<file path="src/rtl/mux_rr_reg_if.sv">
// Handshake bundle for mux_rr_reg: N_IN valid/ready input channels, mode/select
// control and one registered valid/ready output channel.
interface mux_rr_reg_if #(
   parameter int WIDTH = 8,
   parameter int N_IN  = 4
);
   localparam int SEL_W = $clog2(N_IN);

   logic [N_IN*WIDTH-1:0] in_data;
   logic [N_IN-1:0]       in_valid;
   logic [N_IN-1:0]       in_ready;
   logic                  mode;
   logic [SEL_W-1:0]      sel;
   logic [WIDTH-1:0]      out_data;
   logic                  out_valid;
   logic                  out_ready;
   logic [SEL_W-1:0]      out_ch;

   // master drives the channels and consumes the output; slave is the mux itself
   modport master (
      output in_data, in_valid, mode, sel, out_ready,
      input  in_ready, out_data, out_valid, out_ch
   );

   modport slave (
      input  in_data, in_valid, mode, sel, out_ready,
      output in_ready, out_data, out_valid, out_ch
   );
endinterface

</file>
<file path="src/rtl/mux_rr_reg.sv">
// N:1 registered mux with fixed-select or round-robin grant and a single-entry output register.
// Optional MUX_RR_XFER_CNT_EN adds a saturating 16-bit output-transfer counter port xfer_cnt.
module mux_rr_reg #(
   parameter int WIDTH = 8,
   parameter int N_IN  = 4
) (
   input  logic          clk,
   input  logic          rst_n,
   mux_rr_reg_if.slave   bus
`ifdef MUX_RR_XFER_CNT_EN
   ,
   output logic [15:0]   xfer_cnt
`endif
);
   localparam int SEL_W = $clog2(N_IN);

   logic [WIDTH-1:0] data_p1;
   logic [SEL_W-1:0] ch_p1;
   logic             vld_p1;
   logic [SEL_W-1:0] ptr;

   logic             load_en;
   logic             grant_vld;
   logic [SEL_W-1:0] grant;
   logic             xfer_in;

   assign load_en = !vld_p1 || bus.out_ready;
   assign xfer_in = load_en && grant_vld;

   always_comb begin
      grant_vld = 1'b0;
      grant     = '0;
      if (!bus.mode) begin
         if (int'(bus.sel) < N_IN) begin
            if (bus.in_valid[bus.sel]) begin
               grant_vld = 1'b1;
               grant     = bus.sel;
            end
         end
      end else begin
         // scan from the farthest offset down so the channel nearest ptr wins
         for (int i = N_IN - 1; i >= 0; i--) begin
            if (bus.in_valid[(int'(ptr) + i) % N_IN]) begin
               grant_vld = 1'b1;
               grant     = SEL_W'((int'(ptr) + i) % N_IN);
            end
         end
      end
   end

   // ready is gated by rst_n so no channel sees a handshake while in reset
   always_comb begin
      bus.in_ready = '0;
      if (rst_n && xfer_in) begin
         bus.in_ready = N_IN'(1) << grant;
      end
   end

   // output register stage (p1)
   always_ff @(posedge clk or negedge rst_n) begin
      if (!rst_n) begin
         vld_p1  <= 1'b0;
         data_p1 <= '0;
         ch_p1   <= '0;
      end else if (load_en) begin
         vld_p1 <= grant_vld;
         if (grant_vld) begin
            data_p1 <= bus.in_data[grant*WIDTH +: WIDTH];
            ch_p1   <= grant;
         end
      end
   end

   always_ff @(posedge clk or negedge rst_n) begin
      if (!rst_n) begin
         ptr <= '0;
      end else if (xfer_in && bus.mode) begin
         if (int'(grant) == N_IN - 1) begin
            ptr <= '0;
         end else begin
            ptr <= grant + 1'b1;
         end
      end
   end

`ifdef MUX_RR_XFER_CNT_EN
   always_ff @(posedge clk or negedge rst_n) begin
      if (!rst_n) begin
         xfer_cnt <= '0;
      end else if (vld_p1 && bus.out_ready && (xfer_cnt != 16'hFFFF)) begin
         xfer_cnt <= xfer_cnt + 16'd1;
      end
   end
`endif

   assign bus.out_data  = data_p1;
   assign bus.out_ch    = ch_p1;
   assign bus.out_valid = vld_p1;
endmodule

</file>
<file path="src/flat_wrapper.sv">
// flat-port wrapper written by rule: the top's interface ports become plain ports
module mux_rr_reg_flat 
#(
   parameter int WIDTH = 8,
   parameter int N_IN  = 4
)
  (clk, rst_n, bus_in_data, bus_in_valid, bus_mode, bus_sel, bus_out_ready, bus_in_ready, bus_out_data, bus_out_valid, bus_out_ch);
  mux_rr_reg_if #(.WIDTH(WIDTH), .N_IN(N_IN)) bus_i ();
  input  logic clk;
  input  logic rst_n;
  input wire logic [$bits(bus_i.in_data)-1:0] bus_in_data;
  input wire logic [$bits(bus_i.in_valid)-1:0] bus_in_valid;
  input wire logic [$bits(bus_i.mode)-1:0] bus_mode;
  input wire logic [$bits(bus_i.sel)-1:0] bus_sel;
  input wire logic [$bits(bus_i.out_ready)-1:0] bus_out_ready;
  output wire logic [$bits(bus_i.in_ready)-1:0] bus_in_ready;
  output wire logic [$bits(bus_i.out_data)-1:0] bus_out_data;
  output wire logic [$bits(bus_i.out_valid)-1:0] bus_out_valid;
  output wire logic [$bits(bus_i.out_ch)-1:0] bus_out_ch;
  assign bus_i.in_data = bus_in_data;
  assign bus_i.in_valid = bus_in_valid;
  assign bus_i.mode = bus_mode;
  assign bus_i.sel = bus_sel;
  assign bus_i.out_ready = bus_out_ready;
  assign bus_in_ready = bus_i.in_ready;
  assign bus_out_data = bus_i.out_data;
  assign bus_out_valid = bus_i.out_valid;
  assign bus_out_ch = bus_i.out_ch;
  mux_rr_reg #(.WIDTH(WIDTH), .N_IN(N_IN)) u_core (.clk(clk), .rst_n(rst_n), .bus(bus_i));
endmodule
</file>
<file path="config.mk">
export PLATFORM = sky130hd
export DESIGN_NAME = mux_rr_reg_flat
export DESIGN_NICKNAME = d
export VERILOG_FILES = /design/src/rtl/mux_rr_reg_if.sv /design/src/rtl/mux_rr_reg.sv /design/src/flat_wrapper.sv
export SDC_FILE = /design/constraint.sdc
export NUM_CORES = 1
export LEC_CHECK = 0
export CORE_AREA = 8 8 62 64
export DETAILED_ROUTE_END_ITERATION = 16
export DIE_AREA = 0 0 70 72
export GPL_ROUTABILITY_DRIVEN = 0
export PLACE_DENSITY = 0.83
export SYNTH_ARGS = -nofsm -noshare
export SYNTH_HDL_FRONTEND = slang
export SYNTH_SLANG_ARGS = --single-unit
</file>
<file path="constraint.sdc">
create_clock -name clk -period 3.83 [get_ports clk]
set_clock_uncertainty 0.05 [all_clocks]
set_input_delay 1.149 -clock clk [delete_from_list [all_inputs] [get_ports clk]]
set_output_delay 1.149 -clock clk [all_outputs]
set_load 0.05 [all_outputs]
</file>
==> key figures, run 1 <==
Power
  • Pwr Density: 415 nW/um^2
  • Total power draw: 762 uW
  • Maximum VDD drop: 0.293 mV
  • LEAKAGE: 0.000762 uW

Synthesis
  • Area leader, netlist: dfrtp_1
  • Share of flip-flops with an asynchronous set or reset: 100%
  • Post-synth top area share: 30.7%
  • Most used DFF post-synth: dfrtp_1
  • Post-synthesis instance area: 1060 sq um
  • Top-count cell post-synth: dfrtp_1
  • Synth top area cells: dfrtp_1 (31%), a221oi_2 (11%), mux2i_1 (9.5%)
  • Syn Area/Cell: 10.5 sq um
  • Netlist cell types: 34
  • Synth Register Bits: 13
  • Commonest cells in the netlist: dfrtp_1 (13), mux2i_1 (10), nor2_1 (9)
  • Post-synthesis cell count: 101
  • Sequential area share after synthesis: 30.7%
  • Post-synth EDFFs: 0
  • Synthesized Nets: 144
  • Ys Warns: 0

Worst hold path
  • Hold depth: 1
  • Hold Path End: u_core.bus.out_ch[1]
  • HP Start: u_core.bus.out_ch[1]
  • Worst min path class: reg -> reg

Timing
  • Final Hold Viols: 0
  • Post-route setup slack: 0.0374 ns
  • Count of final max-slew check failures: 0
  • TNS Setup: 0 ns
  • Final period util: 99.0%
  • Final setup viols: 0
  • Hold_ws: 0.456 ns
  • RSZ-0062 raised after global routing: false
  • Relative slew slack: 64.5%
  • Fmax: 264 MHz
  • Final Critical Period: 3.79 ns
  • Worst-Margin Slew: 0.531 ns

Placed design
  • # port buffers: 56
  • Final HPWL DP: 2980 microns
  • Post-DP Area: 1750 sq um
  • Place WS: -0.294 ns

Route
  • Post-route ant nets: 0
  • Via-to-Cell Ratio: 5.62
  • Drt drc: 0
  • Drt total wl: 3690 microns
  • First-pass DRT Iterations: 4
  • Initial DRC Count: 39
  • WL/cell: 18.3 microns
  • Via Count: 1130

Global routing
  • Vias in the first global route: 1307
  • Largest net degree at the start of global routing: 21
  • Initial antenna violation count: 0
  • Gr ovfl total: 0
  • First-pass GRT wire length: 5980 microns
  • GRT Total Usage: 14.0%

Worst setup path
  • CP max-delay cell: or4_4
  • Reg2Reg Depth: 7
  • WS Path Type: in -> out
  • Max incr delay on CP: 0.56 ns
  • Reg-to-reg slack, setup: 1.81 ns
  • Critical path endpoint category: primary output
  • Crit path DAT: 2.59 ns
  • FF-to-FF End: u_core.bus.out_data[5]
  • CP startpoint kind: input pin
  • CP required: 2.63 ns
  • RR Startpoint: u_core.ptr[1]
  • Worst-path cell chain: clkdlybuf4s15_2 -> or4_4 -> mux2i_4 -> a21oi_2 -> nand2_2 -> nor3_4 -> buf_12
  • Highest net fanout along the worst path: 7

Die
  • Die width: 70 microns
  • Initial Util: 36.5%
  • Die height: 72 microns
  • Die area: 5040 sq um
  • Cell Rows: 20
  • Io pins: 57
  • Core box area: 2900 sq um

Outcome
  • Status: finished, final reports clean

Clock network
  • Hold buffer count at CTS: 0
  • Num CTS Buffers: 3
  • Clock tree sinks: 13
  • Clk pin slew, worst setup/hold paths: 0.08 ns
  • H-tree depth: 1
  • Root buffer cell: clkbuf_4
  • CTS tree: built
  • Clk_lat worst skew: 0.29 ns
  • Longest Clk Path Bufs: 2

Final layout
  • Nets@finish: 212
  • Filler cell count: 227
  • Layout area overhead: 73.4%
  • ANT cells: 0
  • Final instance area: 1840 sq um
  • Share of cells above drive strength 1: 31.5%

Flow run
  • MaxCap Viol Count: 0
sequential cells by signal (all words and copies together) (netlist names):
| name | count |
|---|---|
| u_core.bus.out_data | 8 |
| u_core.bus.out_valid | 1 |
| u_core.bus.out_ch | 2 |
| u_core.ptr | 2 |
logic make-up after synthesis:
logic type                 count (synthesis)  synth area share, %
AOI/OAI and AO/OA                         34                 32.5
and+or+nand+nor                           28                 13.6
muxes                                     14                 15.8
DFF                                       13                 30.7
buffers and inverters                     11                 6.15
adders and majority gates                  1                 1.18
worst max-delay path: cells and delay by family:
family | cells | cell delay, ns
multiplexers | 1 | 0.17
buffers and inverters | 2 | 0.40
AO/OA/AOI/OAI | 1 | 0.07
AND/OR/NAND/NOR | 3 | 0.80
metrics by stage:
step / instances / utilization, %
after floorplan: 101 / -
after global placement: 196 / 60.3
after detailed placement: 196 / 60.3
after CTS: 201 / 63.1
after global routing: 201 / 63.2
final: 201 / 63.2
layer usage:
| metal | global-route usage (%) | up-vias | share of wire (%) |
|---|---|---|---|
| li1 | - | 533 | - |
| met2 | 25.2 | 42 | 50 |
| met4 | 4.91 | 0 | 1.4 |
| met3 | 5.46 | 7 | 8.2 |
| met5 | 0 | - | 0 |
| met1 | 14.6 | 548 | 40 |
area by class of cell:
| type | instances | area (sq um) | area share [%] |
|---|---|---|---|
| Multi-Input combinational cell | 77 | 734 | 40.0 |
| Timing Repair Buffer | 70 | 693 | 37.8 |
| Sequential cell | 13 | 325 | 17.7 |
| Tap cell | 33 | 41.3 | 2.25 |
| Clock buffer | 4 | 26.3 | 1.43 |
| Inverter | 4 | 15.0 | 0.818 |
power breakdown:
group	switching [uW]	total (uW)	internal, uW
Clock	47.4	88.0	40.5
Combinational	274	472	198
Sequential	26.7	201	175
Total	348	762	413
worst max-delay path by stage:
stage / start / to
after floorplan: bus_in_valid[3] / bus_in_ready[3]
after global placement: bus_in_valid[3] / bus_in_ready[3]
after detailed placement: bus_in_valid[2] / bus_in_ready[3]
after CTS: bus_in_valid[0] / bus_in_ready[3]
after global routing: bus_in_valid[2] / bus_in_ready[3]
final: bus_in_valid[2] / bus_in_ready[1]
timing repair:
item / CTS / global route
pin swaps: 5 / 4
setup buffers: 1 / 0
setup endpoints to repair: 4 / 3
gates resized for setup: 22 / 5
cell usage in the layout (no fill, tap or decap), drive strengths merged:
master and count:
o311a 8, clkdlybuf4s50 45, nand2 7, buf 18, a311oi 1, and3 1
nor2 10, nor2b 1, dfrtp 13, ha 1, clkdlybuf4s15 2, inv 4
o32ai 1, nand2b 2, clkbuf 6, nand3 2, a221oi 8, a211oi 8
and2 1, dlygate4sd2 3, mux2i 11, nor3b 1, a21oi 4, o31ai 1
or4 1, nor3 2, o21ai 3, mux2 2, mux4 1
Note: power is estimated with default switching activity, not from simulation.
==> run 2, diff against run 1 <==
--- a/config.mk
+++ b/config.mk
@@ -6,6 +6,7 @@
 export NUM_CORES = 1
 export LEC_CHECK = 0
 export CORE_AREA = 8 8 62 64
+export CTS_CLUSTER_DIAMETER = 120
 export DETAILED_ROUTE_END_ITERATION = 16
 export DIE_AREA = 0 0 70 72
 export GPL_ROUTABILITY_DRIVEN = 0
==> results of run 2 <==
Final layout, timing and power as in run 1 (identical DEF).
==> run 3, diff against run 2 <==
--- a/config.mk
+++ b/config.mk
@@ -5,6 +5,7 @@
 export SDC_FILE = /design/constraint.sdc
 export NUM_CORES = 1
 export LEC_CHECK = 0
+export CAP_MARGIN = 30
 export CORE_AREA = 8 8 62 64
 export CTS_CLUSTER_DIAMETER = 120
 export DETAILED_ROUTE_END_ITERATION = 16
==> results of run 3 <==
Final layout, timing and power as in run 1 (identical DEF).
